`config.mk`:
```
export PLATFORM = sky130hd
export DESIGN_NAME = maxcut_search
export DESIGN_NICKNAME = d
export VERILOG_FILES = /design/src/rtl/maxcut_search_pkg.sv /design/src/rtl/maxcut_search_eval.sv /design/src/rtl/maxcut_search.sv
export SDC_FILE = /design/constraint.sdc
export NUM_CORES = 1
export LEC_CHECK = 0
export ABC_AREA = 1
export CAP_MARGIN = 20
export CORE_MARGIN = 3
export CORE_UTILIZATION = 35
export CTS_BUF_LIST = sky130_fd_sc_hd__clkbuf_4
export DETAILED_ROUTE_END_ITERATION = 10
export GPL_ROUTABILITY_DRIVEN = 0
export PLACE_DENSITY = 0.56
export RECOVER_POWER = 50
export SYNTH_ARGS = -nofsm -noshare
export SYNTH_HDL_FRONTEND = slang
export SYNTH_SLANG_ARGS = --single-unit
```
`constraint.sdc`:
```
create_clock -name clk -period 3.9 [get_ports clk]
set_input_delay 0.78 -clock clk [delete_from_list [all_inputs] [get_ports clk]]
set_output_delay 0.78 -clock clk [all_outputs]
set_load 0.01 [all_outputs]
```
`src/rtl/maxcut_search_pkg.sv`:
```
// +-----------------------------------------------------------------------+
// | maxcut_search_pkg                                                     |
// | Shared types and graph constants for the 5-vertex max-cut solver.     |
// | Rev 1.0                                                               |
// +-----------------------------------------------------------------------+
`default_nettype none

package maxcut_search_pkg;

  localparam int NUM_VERTICES = 5;
  localparam int NUM_EDGES    = 6;

  // Vertex bit positions inside a partition word {a,b,c,d,e}.
  localparam logic [2:0] V_A = 3'd4;
  localparam logic [2:0] V_B = 3'd3;
  localparam logic [2:0] V_C = 3'd2;
  localparam logic [2:0] V_D = 3'd1;
  localparam logic [2:0] V_E = 3'd0;

  // Edge list: a-b, a-c, a-d, b-e, c-d, d-e.
  localparam logic [2:0] EDGE_U [NUM_EDGES] = '{V_A, V_A, V_A, V_B, V_C, V_D};
  localparam logic [2:0] EDGE_V [NUM_EDGES] = '{V_B, V_C, V_D, V_E, V_D, V_E};

  typedef enum logic [1:0] {
    IDLE   = 2'd0,
    SEARCH = 2'd1,
    DONE   = 2'd2
  } state_t;

endpackage

`default_nettype wire

```
`src/rtl/maxcut_search_eval.sv`:
```
// +-----------------------------------------------------------------------+
// | maxcut_eval                                                           |
// | Combinational cut counter: edges whose endpoints lie on opposite      |
// | sides of the supplied partition.                                      |
// | Rev 1.0                                                               |
// +-----------------------------------------------------------------------+
`default_nettype none

module maxcut_eval
  import maxcut_search_pkg::*;
#(
  parameter int BITS = 3
) (
  input  logic [NUM_VERTICES-1:0] part,
  output logic [BITS-1:0]         cut
);

  logic [NUM_EDGES-1:0] w_diff;

  for (genvar gi = 0; gi < NUM_EDGES; gi++) begin : g_edge
    assign w_diff[gi] = part[EDGE_U[gi]] ^ part[EDGE_V[gi]];
  end

  always_comb begin
    cut = '0;
    for (int i = 0; i < NUM_EDGES; i++) begin
      cut = cut + BITS'(w_diff[i]);
    end
  end

endmodule

`default_nettype wire

```
`src/rtl/maxcut_search.sv`:
```
// +-----------------------------------------------------------------------+
// | maxcut_search                                                         |
// | Sequential enumerator reporting the best cut, its partition and       |
// | whether it meets the latched threshold k.                             |
// | Rev 1.0                                                               |
// +-----------------------------------------------------------------------+
`default_nettype none

module maxcut_search
  import maxcut_search_pkg::*;
#(
  parameter int BITS        = 3,
  parameter int EXPLOIT_SYM = 1
) (
  input  logic                    clk,
  input  logic                    rst,
  input  logic                    start,
  input  logic [BITS-1:0]         k,
  output logic                    busy,
  output logic                    done,
  output logic [NUM_VERTICES-1:0] best_part,
  output logic [BITS-1:0]         best_cut,
  output logic                    found
);

  localparam logic [4:0] C_LAST = (EXPLOIT_SYM != 0) ? 5'd15 : 5'd31;

  state_t                    r_state;
  state_t                    w_next;
  logic [4:0]                r_cnt;
  logic [BITS-1:0]           r_k;
  logic [NUM_VERTICES-1:0]   w_cand;
  logic [BITS-1:0]           w_cand_cut;
  logic                      w_better;
  logic                      w_last;
  logic [BITS-1:0]           w_final_cut;

  // With a fixed at 0 only half the space is searched; complements cut equally.
  if (EXPLOIT_SYM != 0) begin : g_sym
    assign w_cand = {1'b0, r_cnt[3:0]};
  end else begin : g_full
    assign w_cand = r_cnt;
  end

  maxcut_eval #(
    .BITS (BITS)
  ) u_eval (
    .part (w_cand),
    .cut  (w_cand_cut)
  );

  assign w_better    = (w_cand_cut > best_cut);
  assign w_last      = (r_cnt == C_LAST);
  assign w_final_cut = w_better ? w_cand_cut : best_cut;

  always_ff @(posedge clk) begin
    if (rst) begin
      r_state <= IDLE;
    end else begin
      r_state <= w_next;
    end
  end

  always_comb begin
    w_next = r_state;
    case (r_state)
      IDLE:    if (start) w_next = SEARCH;
      SEARCH:  if (w_last) w_next = DONE;
      DONE:    w_next = IDLE;
      default: w_next = IDLE;
    endcase
  end

  always_comb begin
    busy = 1'b0;
    done = 1'b0;
    case (r_state)
      SEARCH:  busy = 1'b1;
      DONE:    done = 1'b1;
      default: ;
    endcase
  end

  // Strict compare keeps the first candidate reaching the maximum.
  always_ff @(posedge clk) begin
    if (rst) begin
      r_cnt     <= '0;
      r_k       <= '0;
      best_cut  <= '0;
      best_part <= '0;
      found     <= 1'b0;
    end else begin
      case (r_state)
        IDLE: begin
          if (start) begin
            r_k       <= k;
            r_cnt     <= '0;
            best_cut  <= '0;
            best_part <= '0;
            found     <= 1'b0;
          end
        end
        SEARCH: begin
          r_cnt <= r_cnt + 5'd1;
          if (w_better) begin
            best_cut  <= w_cand_cut;
            best_part <= w_cand;
          end
          if (w_last) begin
            found <= (w_final_cut >= r_k);
          end
        end
        default: ;
      endcase
    end
  end

endmodule

`default_nettype wire

```
==> run_results.csv, run 1 <==
group,metric,value,unit
floorplan,die_x,61.6,um
job,max_cap_viol_count,0,
global_route,grt_pass1_wl,3910,um
detailed_routing,ant_nets,0,
clocking,cts_made_buffers,3,
power_and_ir_drop,ir_worst_vdd,125,uV
final_layout,areaGrowthSynthToFinish,17.6,%
timing,fmax,276,MHz
detailed_routing,vias_per_cell,5.05,
clocking,clk_pin_slew,0.10,ns
logic_synthesis,syn-num-nets,156,
global_route,grtUsageMet1,17.8,%
run_status,outcome,"finished, final reports clean",
worst_setup_path,start_kind,"register",
detailed_routing,drc,0,
logic_synthesis,ys.flop_type,"dfxtp_1",
logic_synthesis,yosys.area.top_type,"dfxtp_1",
worst_setup_path,rr_worst_depth,17,
final_layout,multiInputGateArea,622,um^2
worst_setup_path,slowest_stage,"fa_1",
timing,relSlewSlack,49.5,%
clocking,clk-insertion-delay-late,0.29,ns
power_and_ir_drop,p_leak,0.516,nW
worst_setup_path,crit_type,"reg2reg",
final_layout,antennaDiodeCount,0,
final_layout,layout-drive-gt1-share,14.4,%
timing,fin_tns_setup,0,ns
logic_synthesis,netlist_area,1080,um^2
worst_setup_path,path_buf_inv,1,
floorplan,start_util,37.9,%
worst_setup_path,worst_setup_path_end_kind,"register",
clocking,cts_max_level,1,
final_layout,fin_nets,172,
global_route,overflow,0,
min_path,hold_path.class,"reg2reg",
placed_design,dp.final_hpwl,1700,um
clocking,hold_buffers,0,
clocking,cts_tree,"done",
worst_setup_path,cpMostUsedCell,"ha_1",
logic_synthesis,synth_top_cells_by_area,"dfxtp_1 (33%), ha_1 (12%), nand2_1 (8.3%)",
global_route,grt_pass1_vias,903,
timing,fin_crit,3.63,ns
worst_setup_path,cpLargestDelayFamily,"adder cells",
floorplan,die_y,61.6,um
global_route,grt_use_met2,23.0,%
logic_synthesis,synth-seq-cells,18,
logic_synthesis,synth_area_per_cell,7.84,um^2
worst_setup_path,cp_max_fo,7,
worst_setup_path,path_depth,17,
logic_synthesis,synth_top_area_share,33.3,%
timing,worstMarginPinSlew,0.755,ns
placed_design,io_buffers,15,
floorplan,num_rows,19,
global_route,antenna_found_initial,0,
global_route,grt_use_total,13.8,%
timing,fin_worst_skew,0.00224,ns
logic_synthesis,ys_seq_area_share,33.3,%
power_and_ir_drop,powerDensity,392,nW/um^2
worst_setup_path,path_cells,"ha_1 > xnor2_1 > xor2_1 > fa_1 > fa_1 > inv_1 > ha_1 > nand3_1 > nand2_2 > nand2_4 > nand2_1 > and2_1 > ha_1 > a21oi_1 > o211ai_1 > nand2_1 > a21oi_1",
timing,timing_hold_violations_final,0,
logic_synthesis,synth-async-reset-ratio,0,%
detailed_routing,drt-wirelength-per-cell,11.8,um
worst_setup_path,required,4.06,ns
logic_synthesis,synthDistinctLibCells,26,
floorplan,core,2850,um^2
clocking,cts_buffer_depth,2,
clocking,root_buffer,"clkbuf_4",
clocking,cts_sinks,18,
logic_synthesis,netlist_instances,138,
clocking,ctsResizeCount,0,
final_layout,num-fill-cells,298,
final_layout,regArea,364,um^2
min_path,min_path_cells,2,
timing,setup_viol,0,
detailed_routing,initialDrtViolationCount,37,
detailed_routing,routed_wl,2160,um
detailed_routing,vias,929,
floorplan,ios,17,
global_route,grt_max_degree,19,
global_route,met3_usage,4.61,%
timing,final_max_slew_viol_count,0,
worst_setup_path,slowest_delay,0.51,ns
final_layout,final_util,44.6,%
logic_synthesis,synth_edf_count,0,
global_route,busiest_layer,"met2",
logic_synthesis,ys_warn_count,0,
worst_setup_path,crit_arrival,3.79,ns
floorplan,die-area,3800,um^2
detailed_routing,drt-pass1-iter-count,4,
timing,finalCritPeriodShare,93.1,%
clocking,postCtsSetupRepairBufs,0,
## placed cells by master, fill, tap and decap left out, types with 2 or more instances in the layout
cell type and instances:
ha_1 10, inv_2 4, and2_1 2, dfxtp_2 3, nand2_4 2, inv_1 15
clkbuf_4 3, nand3_1 15, nand2_1 24, xnor2_1 2, fa_1 2, o21ai_0 2
clkdlybuf4s50_1 10, nand2_2 2, a211oi_1 2, nor2_1 8, dfxtp_1 15, a21oi_1 14
a21oi_2 4, dlygate4sd3_1 5
## through the flow
step	hold WS (ns)	area [um^2]	total power, mW	std cells	setup slack [ns]
6_report	0.472	1270	0.498	184	0.270
5_1_grt	0.494	1270	0.551	184	-0.0136
4_1_cts	0.481	1270	0.507	184	0.112
3_5_place_dp	0.466	1240	0.407	180	0.139
3_3_place_gp	0.448	1240	0.402	180	0.270
2_1_floorplan	0.439	1080	0.361	138	0.439
## logic make-up after synthesis
kind of cell,Yosys count,synth area share (%)
AO/OA/AOI/OAI,24,14.3
XOR/XNOR,3,2.43
adder cells (fa/ha/maj),12,15.3
buffers and inverters,23,9.25
flip-flops,18,33.3
other,1,0.346
AND/OR/NAND/NOR,57,25.1
## worst paths after layout
kind         startpoint       end  slack (ns)
min            r_cnt[4]  r_cnt[4]        0.47
max reg2reg    r_cnt[2]     found        0.27
min reg2reg    r_cnt[4]  r_cnt[4]        0.47
max            r_cnt[2]     found        0.27
## cell type report
type / instances / area share (%)
clock buffers: 3 / 1.77
clock inverters: 1 / 0.295
inverters: 19 / 5.60
multi-input cells: 97 / 48.9
flip-flops and latches: 18 / 28.6
well taps: 31 / 3.05
repair buffers: 15 / 11.8
## tightest hold or removal path, cell delays in order, from the launching register on
cell and delay (ns):
dfxtp_1 0.32, nand2_1 0.06, a21oi_1 0.05
## synthesized netlist by cell type (2+ instances only)
cell,number
a211oi_2,2
a21oi_1,14
a21oi_2,4
and2_1,2
buf_2,2
dfxtp_1,18
fa_1,2
ha_1,10
inv_1,15
inv_2,4
nand2_1,24
nand2_2,2
nand2_4,2
nand3_1,16
nor2_1,8
o21ai_0,2
xnor2_1,2
## sequential cells by signal, summed over array words and instances (netlist names)
signal,flops
best_cut,3
r_cnt,5
r_k,3
best_part,4
found,1
r_state,2
## report_power, final
| group | switching (mW) | total, mW | internal [mW] |
|---|---|---|---|
| clock | 0.0589 | 0.0962 | 0.0373 |
| sequential | 0.00785 | 0.200 | 0.192 |
| combinational | 0.118 | 0.202 | 0.0838 |
| total | 0.185 | 0.498 | 0.314 |
## per-layer routing
metal	routed length [um]	part of all wire (%)	up-vias
met2	1010	47	25
met3	92	4.3	2
met4	9	0.42	0
met5	0	0	-
met1	1050	48	427
li1	-	-	475
Note: power is estimated with default switching activity, not from simulation.
==> inputs of run 2 (changes only) <==
--- a/config.mk
+++ b/config.mk
@@ -6,7 +6,6 @@
 export NUM_CORES = 1
 export LEC_CHECK = 0
 export ABC_AREA = 1
-export CAP_MARGIN = 20
 export CORE_MARGIN = 3
 export CORE_UTILIZATION = 35
 export CTS_BUF_LIST = sky130_fd_sc_hd__clkbuf_4
==> results of run 2 <==
Final layout, timing and power as in run 1 (identical DEF).
